## config.mk

```make
export PLATFORM = sky130hd
export DESIGN_NAME = commit_unit_flat
export DESIGN_NICKNAME = d
export VERILOG_FILES = /design/src/rtl/commit_unit_if.sv /design/src/rtl/commit_unit.sv /design/src/flat_wrapper.sv
export SDC_FILE = /design/constraint.sdc
export NUM_CORES = 1
export LEC_CHECK = 0
export ABC_CLOCK_PERIOD_IN_PS = 4700
export BUFFER_PORTS_ARGS = -buffer_cell sky130_fd_sc_hd__buf_2
export CAP_MARGIN = 20
export CORE_MARGIN = 1
export CORE_UTILIZATION = 45
export CTS_CLUSTER_DIAMETER = 60
export DETAILED_ROUTE_END_ITERATION = 8
export PLACE_DENSITY = 0.76
export SYNTH_ARGS = -nofsm -noshare
export SYNTH_HDL_FRONTEND = slang
export SYNTH_SLANG_ARGS = --single-unit
export TNS_END_PERCENT = 50
```

## constraint.sdc

```tcl
create_clock -name clk -period 4.7 [get_ports clk]
set_input_delay 0.94 -clock clk [delete_from_list [all_inputs] [get_ports clk]]
set_output_delay 0.94 -clock clk [all_outputs]
set_load 0.01 [all_outputs]
```

## src/rtl/commit_unit_if.sv

```systemverilog
// commit_unit_if: reorder-buffer head handshake between the ROB (master)
// and the commit stage (slave).
//   commit_en_i          head entry valid and ready
//   commit_id_i          ROB index of the head entry
//   commit_regaddr_i     destination register
//   commit_data_i        result / link value
//   commit_pc_i          redirect target
//   commit_branch_tag_i  00 ALU, 01 branch, 10 jump, 11 store
//   commit_cond_i        1 = mispredicted, redirect required
//   commit_rdy_o         head popped this cycle (from commit stage)
interface commit_unit_if;
   logic        commit_en_i;
   logic [4:0]  commit_id_i;
   logic [4:0]  commit_regaddr_i;
   logic [31:0] commit_data_i;
   logic [31:0] commit_pc_i;
   logic [1:0]  commit_branch_tag_i;
   logic        commit_cond_i;
   logic        commit_rdy_o;

   modport master (
      output commit_en_i, commit_id_i, commit_regaddr_i, commit_data_i,
             commit_pc_i, commit_branch_tag_i, commit_cond_i,
      input  commit_rdy_o
   );

   modport slave (
      input  commit_en_i, commit_id_i, commit_regaddr_i, commit_data_i,
             commit_pc_i, commit_branch_tag_i, commit_cond_i,
      output commit_rdy_o
   );
endinterface

```

## src/rtl/commit_unit.sv

```systemverilog
// commit_unit: in-order retirement stage behind the reorder buffer.
// Accepts at most one head entry per cycle, writes the register file,
// retires stores, and on a mispredicted branch/jump redirects fetch and
// holds the pipeline flush for FLUSH_CYCLES rdy-high cycles.
//
// Ports:
//   clk, rst       system clock, synchronous active-high reset
//   rdy            global ready; low freezes all state
//   rob            ROB head handshake (slave side)
//   we_o/waddr_o/wdata_o   register-file write
//   wid_o          ROB id of the last retired entry
//   st_commit_o    store retired pulse
//   pc_en_o/pc_o   fetch redirect
//   rst_c_o        pipeline flush
//   retired_cnt_o  retired instructions (wraps)
//   mispred_cnt_o  mispredicts (saturates)
//
// state  | meaning
// IDLE   | accepting head entries
// FLUSH  | mispredict flush in progress, head is not popped
module commit_unit #(
   parameter int unsigned FLUSH_CYCLES = 1
) (
   input  logic        clk,
   input  logic        rst,
   input  logic        rdy,
   commit_unit_if.slave rob,
   output logic        we_o,
   output logic [4:0]  waddr_o,
   output logic [31:0] wdata_o,
   output logic [4:0]  wid_o,
   output logic        st_commit_o,
   output logic        pc_en_o,
   output logic [31:0] pc_o,
   output logic        rst_c_o,
   output logic [31:0] retired_cnt_o,
   output logic [15:0] mispred_cnt_o
);

   localparam logic [0:0] S_IDLE  = 1'b0;
   localparam logic [0:0] S_FLUSH = 1'b1;

   localparam logic [1:0] TAG_ALU   = 2'b00;
   localparam logic [1:0] TAG_BR    = 2'b01;
   localparam logic [1:0] TAG_JMP   = 2'b10;
   localparam logic [1:0] TAG_STORE = 2'b11;

   localparam logic [3:0] FLUSH_INIT = 4'(FLUSH_CYCLES);

   logic [0:0]  state_q, state_d;
   logic [3:0]  flush_cnt_q, flush_cnt_d;
   logic        we_q, we_d;
   logic [4:0]  waddr_q, waddr_d;
   logic [31:0] wdata_q, wdata_d;
   logic [4:0]  wid_q, wid_d;
   logic        st_commit_q, st_commit_d;
   logic        pc_en_q, pc_en_d;
   logic [31:0] pc_q, pc_d;
   logic        rst_c_q, rst_c_d;
   logic [31:0] retired_cnt_q, retired_cnt_d;
   logic [15:0] mispred_cnt_q, mispred_cnt_d;

   logic accept;
   logic mispred;
   logic writes_reg;

   // Combinational pop: the ROB advances its head in the same cycle.
   assign accept = rob.commit_en_i && rdy && !rst && (state_q == S_IDLE);
   assign rob.commit_rdy_o = accept;

   assign writes_reg = (rob.commit_branch_tag_i == TAG_ALU) ||
                       (rob.commit_branch_tag_i == TAG_JMP);
   assign mispred    = accept && rob.commit_cond_i &&
                       ((rob.commit_branch_tag_i == TAG_BR) ||
                        (rob.commit_branch_tag_i == TAG_JMP));

   always_comb begin
      state_d       = state_q;
      flush_cnt_d   = flush_cnt_q;
      waddr_d       = waddr_q;
      wdata_d       = wdata_q;
      wid_d         = wid_q;
      pc_d          = pc_q;
      rst_c_d       = rst_c_q;
      retired_cnt_d = retired_cnt_q;
      mispred_cnt_d = mispred_cnt_q;
      // Strobes are single-cycle: low unless this cycle accepts.
      we_d          = 1'b0;
      st_commit_d   = 1'b0;
      pc_en_d       = 1'b0;

      if (accept) begin
         wid_d         = rob.commit_id_i;
         retired_cnt_d = retired_cnt_q + 32'd1;
         if (writes_reg) begin
            waddr_d = rob.commit_regaddr_i;
            wdata_d = rob.commit_data_i;
            // x0 is hardwired; address/data still track the entry.
            we_d    = (rob.commit_regaddr_i != 5'd0);
         end
         if (rob.commit_branch_tag_i == TAG_STORE) begin
            st_commit_d = 1'b1;
         end
         if (mispred) begin
            pc_en_d       = 1'b1;
            pc_d          = rob.commit_pc_i;
            rst_c_d       = 1'b1;
            mispred_cnt_d = (mispred_cnt_q == 16'hFFFF) ? mispred_cnt_q
                                                        : mispred_cnt_q + 16'd1;
            state_d       = S_FLUSH;
            flush_cnt_d   = FLUSH_INIT;
         end
      end else if ((state_q == S_FLUSH) && rdy) begin
         // <=1 also recovers cleanly from an out-of-range count of 0.
         if (flush_cnt_q <= 4'd1) begin
            flush_cnt_d = 4'd0;
            rst_c_d     = 1'b0;
            state_d     = S_IDLE;
         end else begin
            flush_cnt_d = flush_cnt_q - 4'd1;
         end
      end
   end

   always_ff @(posedge clk) begin
      if (rst) begin
         state_q       <= S_IDLE;
         flush_cnt_q   <= 4'd0;
         we_q          <= 1'b0;
         waddr_q       <= 5'd0;
         wdata_q       <= 32'd0;
         wid_q         <= 5'd0;
         st_commit_q   <= 1'b0;
         pc_en_q       <= 1'b0;
         pc_q          <= 32'd0;
         rst_c_q       <= 1'b0;
         retired_cnt_q <= 32'd0;
         mispred_cnt_q <= 16'd0;
      end else begin
         state_q       <= state_d;
         flush_cnt_q   <= flush_cnt_d;
         we_q          <= we_d;
         waddr_q       <= waddr_d;
         wdata_q       <= wdata_d;
         wid_q         <= wid_d;
         st_commit_q   <= st_commit_d;
         pc_en_q       <= pc_en_d;
         pc_q          <= pc_d;
         rst_c_q       <= rst_c_d;
         retired_cnt_q <= retired_cnt_d;
         mispred_cnt_q <= mispred_cnt_d;
      end
   end

   assign we_o          = we_q;
   assign waddr_o       = waddr_q;
   assign wdata_o       = wdata_q;
   assign wid_o         = wid_q;
   assign st_commit_o   = st_commit_q;
   assign pc_en_o       = pc_en_q;
   assign pc_o          = pc_q;
   assign rst_c_o       = rst_c_q;
   assign retired_cnt_o = retired_cnt_q;
   assign mispred_cnt_o = mispred_cnt_q;

endmodule
```

## src/flat_wrapper.sv

```systemverilog
// flat-port wrapper written by rule: the top's interface ports become plain ports
module commit_unit_flat 
#(
   parameter int unsigned FLUSH_CYCLES = 1
)
  (clk, rst, rdy, we_o, waddr_o, wdata_o, wid_o, st_commit_o, pc_en_o, pc_o, rst_c_o, retired_cnt_o, mispred_cnt_o, rob_commit_en_i, rob_commit_id_i, rob_commit_regaddr_i, rob_commit_data_i, rob_commit_pc_i, rob_commit_branch_tag_i, rob_commit_cond_i, rob_commit_rdy_o);
  commit_unit_if rob_i ();
  input  logic clk;
  input  logic rst;
  input  logic rdy;
  output logic we_o;
  output logic [4:0] waddr_o;
  output logic [31:0] wdata_o;
  output logic [4:0] wid_o;
  output logic st_commit_o;
  output logic pc_en_o;
  output logic [31:0] pc_o;
  output logic rst_c_o;
  output logic [31:0] retired_cnt_o;
  output logic [15:0] mispred_cnt_o;
  input wire logic [$bits(rob_i.commit_en_i)-1:0] rob_commit_en_i;
  input wire logic [$bits(rob_i.commit_id_i)-1:0] rob_commit_id_i;
  input wire logic [$bits(rob_i.commit_regaddr_i)-1:0] rob_commit_regaddr_i;
  input wire logic [$bits(rob_i.commit_data_i)-1:0] rob_commit_data_i;
  input wire logic [$bits(rob_i.commit_pc_i)-1:0] rob_commit_pc_i;
  input wire logic [$bits(rob_i.commit_branch_tag_i)-1:0] rob_commit_branch_tag_i;
  input wire logic [$bits(rob_i.commit_cond_i)-1:0] rob_commit_cond_i;
  output wire logic [$bits(rob_i.commit_rdy_o)-1:0] rob_commit_rdy_o;
  assign rob_i.commit_en_i = rob_commit_en_i;
  assign rob_i.commit_id_i = rob_commit_id_i;
  assign rob_i.commit_regaddr_i = rob_commit_regaddr_i;
  assign rob_i.commit_data_i = rob_commit_data_i;
  assign rob_i.commit_pc_i = rob_commit_pc_i;
  assign rob_i.commit_branch_tag_i = rob_commit_branch_tag_i;
  assign rob_i.commit_cond_i = rob_commit_cond_i;
  assign rob_commit_rdy_o = rob_i.commit_rdy_o;
  commit_unit #(.FLUSH_CYCLES(FLUSH_CYCLES)) u_core (.clk(clk), .rst(rst), .rdy(rdy), .rob(rob_i), .we_o(we_o), .waddr_o(waddr_o), .wdata_o(wdata_o), .wid_o(wid_o), .st_commit_o(st_commit_o), .pc_en_o(pc_en_o), .pc_o(pc_o), .rst_c_o(rst_c_o), .retired_cnt_o(retired_cnt_o), .mispred_cnt_o(mispred_cnt_o));
endmodule
```

# == Yosys cells after proc, flatten, opt, wreduce, memory -nomap -nowiden ==
# Index checks and enable logic that the tools add are counted.
# totals
reg_bits,130
inputBits,81
output_inout_bits,127
wordCells,54
# op_classes
addsub,3
n_lt_le_gt_ge,1
n_eq_ne,5
muxes,10
bitwise_logic,4
reduce_logical,20
# ops
operator,count
$add A32 B1 Y32 const B,1
$add A16 B1 Y16 const B,1
$eq A16 B16 Y1 const B,1
$mux W4,4
$logic_and A1 B1 Y1,6
$mux W1,6
$reduce_and A2 Y1,3
$reduce_and A3 Y1,2
$reduce_bool A5 Y1,1
$eq A2 B2 Y1 const B,2
$le A4 B1 Y1 const B,1
$not A1 Y1,4
$reduce_bool A2 Y1,2
$sub A4 B1 Y4 const B,1
$reduce_or A3 Y1,1
$eq A2 B1 Y1 const B,1
$logic_not A2 Y1,1
$logic_or A1 B1 Y1,2
$ne A2 B2 Y1 const B,1
$reduce_or A2 Y1,1
$logic_not A1 Y1,1

# == Depth between registers and ports, before layout ==
# Gate-level depths: netlist of run 1.
# depth
ltp_word,7
ltp_mapped,9
mapped_depth_nobuf,7

# == Least setup slack after synthesis of run 1 ==
# No wires, ideal clock.
# synth_path
path_type,input -> output
start,in rst
end,out rob_commit_rdy_o
arrival_ps,1958
required_time_ps,3760
setup_slack_ps,1802
cell_stages,4
path_buffers,3
cell_sequence,and4bb_2 -> buf_2 -> buf_2 -> buf_1
# synth_between
elab_chain_cells,3
# synth_rtl
element,line_no,source
from (decl),flat_wrapper.sv:9,input logic rst;
$logic_not A1 Y1,commit_unit.sv:68,assign accept = rob.commit_en_i && rdy && !rst && (state_q == S_IDLE);
$logic_and A1 B1 Y1 (2 in series),commit_unit.sv:68,
to (decl),flat_wrapper.sv:28,output wire logic [$bits(rob_i.commit_rdy_o)-1:0] rob_commit_rdy_o;
# No other way between the ends.

# == Worst setup path after layout of run 1 ==
# Ends and elaborated chain as after synthesis.

==> results.sh, run 1 <==
export IMPL_synth_enable_flop_cells=0
export IMPL_std_cell_rows=39
export IMPL_skew_ps=4.12
export IMPL_htree_levels=4
export IMPL_numCtsBuffers=17
export IMPL_grt_start_max_net_pins=70
export IMPL_worst_ep_required_time_ps=3760
export IMPL_core_area_mm2=0.0115
export IMPL_worstSetupStartpointType="input pin"
export IMPL_layout_nets=924
export IMPL_cts_setup_buffers=0
export IMPL_synth_area_per_cell_um2=8.24
export IMPL_antennaDiodeCount=0
export IMPL_clock_sinks=130
export IMPL_seq_area_frac_synth_pct=49.0
export IMPL_synth_distinct_cells=43
export IMPL_cts_resized=0
export IMPL_initial_core_util_pct=46.4
export IMPL_hold_viol=0
export IMPL_synth_top_area_share_pct=49.0
export IMPL_worst_slew_pin_slew_ps=719
export IMPL_grt_pass1_vias=4646
export IMPL_fmax_mhz=313
export IMPL_grt_overflow=0
export IMPL_synthTopCellsByCount="nand2_1, dfxtp_1, a21oi_1"
export IMPL_grt_busiest_layer="met2"
export IMPL_crit_path_max_fanout=53
export IMPL_synthArstFlopShare_pct=0
export IMPL_dp_cells=960
export IMPL_hold_path_class="reg -> reg"
export IMPL_syn_num_nets=733
export IMPL_insertion_delay_ps=410
export IMPL_slew_violations=0
export IMPL_period_share_pct=68.1
export IMPL_drtPass1Iterations=5
export IMPL_ios=208
export IMPL_wl_mm=13.4
export IMPL_setup_viol=0
export IMPL_grtUsageTotal_pct=22.1
export IMPL_grt_use_met2_pct=33.7
export IMPL_cap_violations=0
export IMPL_root_buffer="clkbuf_16"
export IMPL_drc=0
export IMPL_rsz0062_at_grt="no"
export IMPL_cts_max_path_buffers=2
export IMPL_design_die_area_mm2=0.0123
export IMPL_fillers=1025
export IMPL_use_met1_pct=28.8
export IMPL_netlist_instances=645
export IMPL_worstPathArrival_ps=2260
export IMPL_vias=5303
export IMPL_power_density_mw_per_mm2=347
export IMPL_cts_tree="yes"
export IMPL_tns_ps=0
export IMPL_layout_drive_gt1_share_pct=30.1
export IMPL_relSlewSlack_pct=52.1
export IMPL_period_needed_ps=3200
export IMPL_areaGrowthSynthToFinish_pct=30.2
export IMPL_grt_pass1_wl_mm=22.2
export IMPL_post_synth_top_count_cell="nand2_1"
export IMPL_ant_nets=0
export IMPL_clkTransAtPathRegs_ps=50
export IMPL_ys_warn_count=0
export IMPL_wl_per_cell_um=13.5
export IMPL_gp_congestion=0.779
export IMPL_synth_area_leaders="dfxtp_1, nand2_1, a21oi_1"
export IMPL_ys_ff_latch=130
export IMPL_hpwl_mm=8.87
export IMPL_drt_initial_drc_count=373
export IMPL_routed_via_density=5.36
export IMPL_met3_usage_pct=6.72
export IMPL_worstSetupPathType="in -> out"
export IMPL_io_buffers=207
export IMPL_synth_area_leader_cell="dfxtp_1"
export IMPL_endpoint_kind="primary output"
export IMPL_grt_antenna_before_repair=0
export IMPL_layoutNonFillerInstCount=990
export IMPL_leakage_uw=0.00299
export IMPL_postCtsHoldBufs=0
export IMPL_syn_area_mm2=0.00532
export IMPL_dieHeight_um=111
export IMPL_vdd_ir_drop_max_mv=0.234
export IMPL_status="completed"
export IMPL_die_x_um=111
export IMPL_dominantRegCellSynth="dfxtp_1"
## registers in the layout, indices dropped and copies added, names as in the netlist, 4 cells and up
register and count:
u_core.flush_cnt_q 4, u_core.mispred_cnt_o 16, u_core.pc_o 32, u_core.retired_cnt_o 32, u_core.waddr_o 5, u_core.wdata_o 32, u_core.wid_o 5
## cell type report
class	instances	area (um2)	share of cell area, %
clock buffer	24	482	6.96
clock inverter	6	32.5	0.470
inverter	10	37.5	0.542
multi-input combinational	464	2510	36.2
sequential	130	2600	37.6
tap	143	179	2.58
timing repair buffer	213	1080	15.7
## layout by cell type (no fill, tap or decap), types with 10 or more instances in the layout
cell and instances:
clkbuf_16 17, dfxtp_1 130, a21oi_1 94, o31ai_1 12, buf_2 206, or4_1 14
xor2_1 10, nand2_1 169, nand4_1 18, or2_2 10, o21ai_1 13, nor2_1 19
o311ai_1 10, nand3_1 13
## routing by layer
metal  part of all wire (%)  up-vias
met2                     46      205
met1                     44     2419
met4                    2.0        0
met5                      0        -
met3                    7.4       23
li1                       -     2656
## path summary, 6_finish.rpt
| check | from | endpoint | slack, ps | cells after the start |
|---|---|---|---|---|
| worst max-delay path | rst | rob_commit_rdy_o | 1500 | 3 |
| worst min-delay path | u_core.wid_o[0] | u_core.wid_o[0] | 450 | 2 |
| worst max register to register | u_core.state_q | u_core.retired_cnt_o[31] | 2130 | 4 |
| worst min register to register | u_core.wid_o[0] | u_core.wid_o[0] | 450 | 2 |
## report_power, final
group / internal (uW) / switching [uW] / leakage, uW
logic: 54.6 / 72.5 / 0.00168
clock network: 704 / 442 / 0.000255
registers: 1120 / 9.00 / 0.00105
## per-stage QoR
step	setup slack (ps)	util [%]	hold WS [ps]	total power (uW)	cell area, um2
finish	1500	60.4	449	2400	6920
global route	1380	60.4	463	2500	6920
CTS	1480	60.4	451	2430	6920
detailed placement	1250	55.9	443	1280	6410
global placement	1330	55.9	434	1280	6410
floorplan	1800	-	472	1220	5320
## critical path, cell delays in order
cell	delay, ps
buf_4	270
and4bb_2	800
buf_2	250
## kinds of logic (layout without fill, tap and decap cells)
| logic type | after synthesis | count (layout) | synth area share, % |
|---|---|---|---|
| and+or+nand+nor | 287 | 287 | 25.8 |
| AOI/OAI and AO/OA | 155 | 155 | 17.0 |
| DFF | 130 | 130 | 49.0 |
| buffers and inverters | 51 | 253 | 3.98 |
| xor gates and xnor gates | 11 | 11 | 1.81 |
| adders and majority gates | 7 | 7 | 1.65 |
| muxes | 4 | 4 | 0.824 |
(Power assumes the default switching activity.)
==> run 2, diff against run 1 <==
ABC_AREA = 1   (was default)
ABC_CLOCK_PERIOD_IN_PS = 3050   (was 4700)
PLACE_DENSITY = 0.75   (was 0.76)
clock period = 3.05 ns   (was 4.7 ns; I/O delays follow)
==> run 2 against run 1 <==
Effect of this change:
- via count grew 6.2%
- routed wire length increased by 6.2%
- die area is 7.5% higher
- register-to-register slack worse by 960 ps
- clock power increased by 81%
- critical endpoint is now u_core.waddr_o[4]
- largest cell class unchanged
==> results.sh, run 2 <==
export IMPL_status="completed"
export IMPL_grt_antenna_before_repair=0
export IMPL_drc=0
export IMPL_ff2ff_path_depth=9
export IMPL_ios=208
export IMPL_io_buffers=207
export IMPL_tns_ps=0
export IMPL_ys_ff_latch=130
export IMPL_r2r_setup_slack_ps=1170
export IMPL_design_die_area_mm2=0.0132
export IMPL_relSlewSlack_pct=36.2
export IMPL_grt_pass1_wl_mm=22.6
export IMPL_seq_area_frac_synth_pct=45.5
export IMPL_whs_endpoint="u_core.wid_o[2]"
export IMPL_grt_start_max_net_pins=104
export IMPL_post_synth_top_count_cell="nand2_1"
export IMPL_postCtsHoldBufs=0
export IMPL_clkTransAtPathRegs_ps=60
export IMPL_hpwl_mm=10.3
export IMPL_cts_tree="yes"
export IMPL_fin_ws_ps=1000
export IMPL_setup_viol=0
export IMPL_synth_enable_flop_cells=0
export IMPL_vias=5632
export IMPL_grt_overflow=0
export IMPL_hold_path_class="in -> reg"
export IMPL_layout_drive_gt1_share_pct=27.2
export IMPL_core_area_mm2=0.0122
export IMPL_vdd_ir_drop_max_mv=0.344
export IMPL_leakage_uw=0.00360
export IMPL_dominantRegCellSynth="dfxtp_1"
export IMPL_die_x_um=115
export IMPL_ant_nets=0
export IMPL_wl_mm=14.2
export IMPL_crit_path_max_fanout=45
export IMPL_hold_slack_ps=387
export IMPL_min_from="rob_commit_id_i[2]"
export IMPL_power_density_mw_per_mm2=544
export IMPL_htree_levels=4
export IMPL_areaGrowthSynthToFinish_pct=30.8
export IMPL_grtUsageTotal_pct=22.0
export IMPL_r2r_end="u_core.mispred_cnt_o[0]"
export IMPL_place_worst_setup_slack_ps=590
export IMPL_synthTopCellsByCount="nand2_1, dfxtp_1, nor2_1"
export IMPL_std_cell_rows=40
export IMPL_worst_slew_pin_slew_ps=954
export IMPL_period_needed_ps=2050
export IMPL_netlist_instances=794
export IMPL_synth_area_leaders="dfxtp_1, nand2_1, nor2_1"
export IMPL_routed_via_density=4.79
export IMPL_placed_cell_area_mm2=0.00687
export IMPL_root_buffer="clkbuf_16"
export IMPL_cts_setup_buffers=0
export IMPL_fmax_mhz=488
export IMPL_syn_area_mm2=0.00572
export IMPL_wl_per_cell_um=12.1
export IMPL_gp_congestion=0.910
export IMPL_fin_util_pct=61.3
export IMPL_cap_violations=0
export IMPL_r2r_start="u_core.mispred_cnt_o[0]"
export IMPL_layout_commonest_cell="buf_2"
export IMPL_rsz0062_at_grt="no"
export IMPL_design_area_mm2=0.00748
export IMPL_grt_pass1_vias=4976
export IMPL_worst_ep_required_time_ps=3390
export IMPL_drtPass1Iterations=5
export IMPL_layout_nets=1083
export IMPL_cts_max_path_buffers=2
export IMPL_drt_initial_drc_count=370
export IMPL_synth_area_leader_cell="dfxtp_1"
export IMPL_fillers=1124
export IMPL_holdPathStages=3
export IMPL_slew_violations=0
export IMPL_numCtsBuffers=17
export IMPL_clock_sinks=130
export IMPL_layout_common_cells="buf_2, nand2_1, dfxtp_1, nor2_1, inv_1"
export IMPL_dieHeight_um=115
export IMPL_worstPathArrival_ps=2390
export IMPL_initial_core_util_pct=46.9
export IMPL_synth_distinct_cells=34
export IMPL_hold_viol=0
export IMPL_synth_area_per_cell_um2=7.21
export IMPL_ys_warn_count=0
export IMPL_worstSetupPathType="in -> reg"
export IMPL_period_share_pct=67.1
export IMPL_skew_ps=5.88
export IMPL_cts_resized=0
export IMPL_synth_top_area_share_pct=45.5
export IMPL_syn_num_nets=882
export IMPL_antennaDiodeCount=0
export IMPL_insertion_delay_ps=410
export IMPL_worstSetupStartpointType="input pin"
export IMPL_endpoint_kind="flop"
export IMPL_synthArstFlopShare_pct=0
-- run 2: cell types whose count changed in the layout (fill, tap and decap cells not counted), moves of 12 or more --
cell,change
a21oi_1,-33
inv_1,+94
nand2_1,-29
nand3_1,+21
nor2_1,+106
o21ai_0,+71
o31ai_1,-12
or4_1,-14
-- run 2: final cells by class --
type                       count  area, um2  area share (%)
sequential                   130       2600            34.8
clock inverter                 8        126            1.69
multi-input combinational    529       2580            34.5
timing repair buffer         213       1080            14.4
inverter                     104        393            5.25
tap                          168        210            2.81
clock buffer                  23        488            6.52
-- run 2: critical path: stages --
cell	delay [ps]
buf_2	110
inv_1	60
ha_1	220
o21ai_4	760
buf_4	330
o21ai_0	100
a21oi_1	170
-- run 2: logic make-up after synthesis --
logic type	Yosys count	synth area share, %
AO/OA/AOI/OAI	156	14.2
XOR/XNOR	15	2.30
adder cells (fa/ha/maj)	7	1.53
buffers and inverters	135	9.53
flip-flops	130	45.5
AND/OR/NAND/NOR	351	27.0
-- run 2: routing by layer --
metal	part of all wire, %	up-vias	global-route usage [%]
li1	-	2936	-
met1	43	2439	25.4
met2	44	233	35.9
met3	10	24	8.54
met4	2.1	0	10.5
met5	0	-	0
-- run 2: per-stage QoR --
step / power, uW / cells
global placement: 2030 / 1144
floorplan: 1920 / 794
global route: 4240 / 1175
CTS: 4130 / 1175
finish: 4070 / 1175
detailed placement: 2030 / 1144
-- run 2: worst max path at each step --
| stage | from | end | slack, ps | depth (start not counted) |
|---|---|---|---|---|
| final | rob_commit_branch_tag_i[0] | u_core.waddr_o[4] | 1000 | 7 |
| after global routing | rob_commit_branch_tag_i[0] | u_core.wdata_o[6] | 860 | 7 |
| after CTS | rst | rob_commit_rdy_o | 980 | 5 |
| after detailed placement | rob_commit_branch_tag_i[0] | u_core.waddr_o[4] | 590 | 7 |
| after global placement | rob_commit_branch_tag_i[0] | u_core.wdata_o[28] | 650 | 7 |
| after floorplan | rob_commit_branch_tag_i[0] | u_core.mispred_cnt_o[3] | 1330 | 9 |
-- run 2: power by group --
group	switching, uW	internal (uW)	total [uW]
Combinational	139	101	239
Sequential	19.2	1740	1760
Clock	713	1370	2080
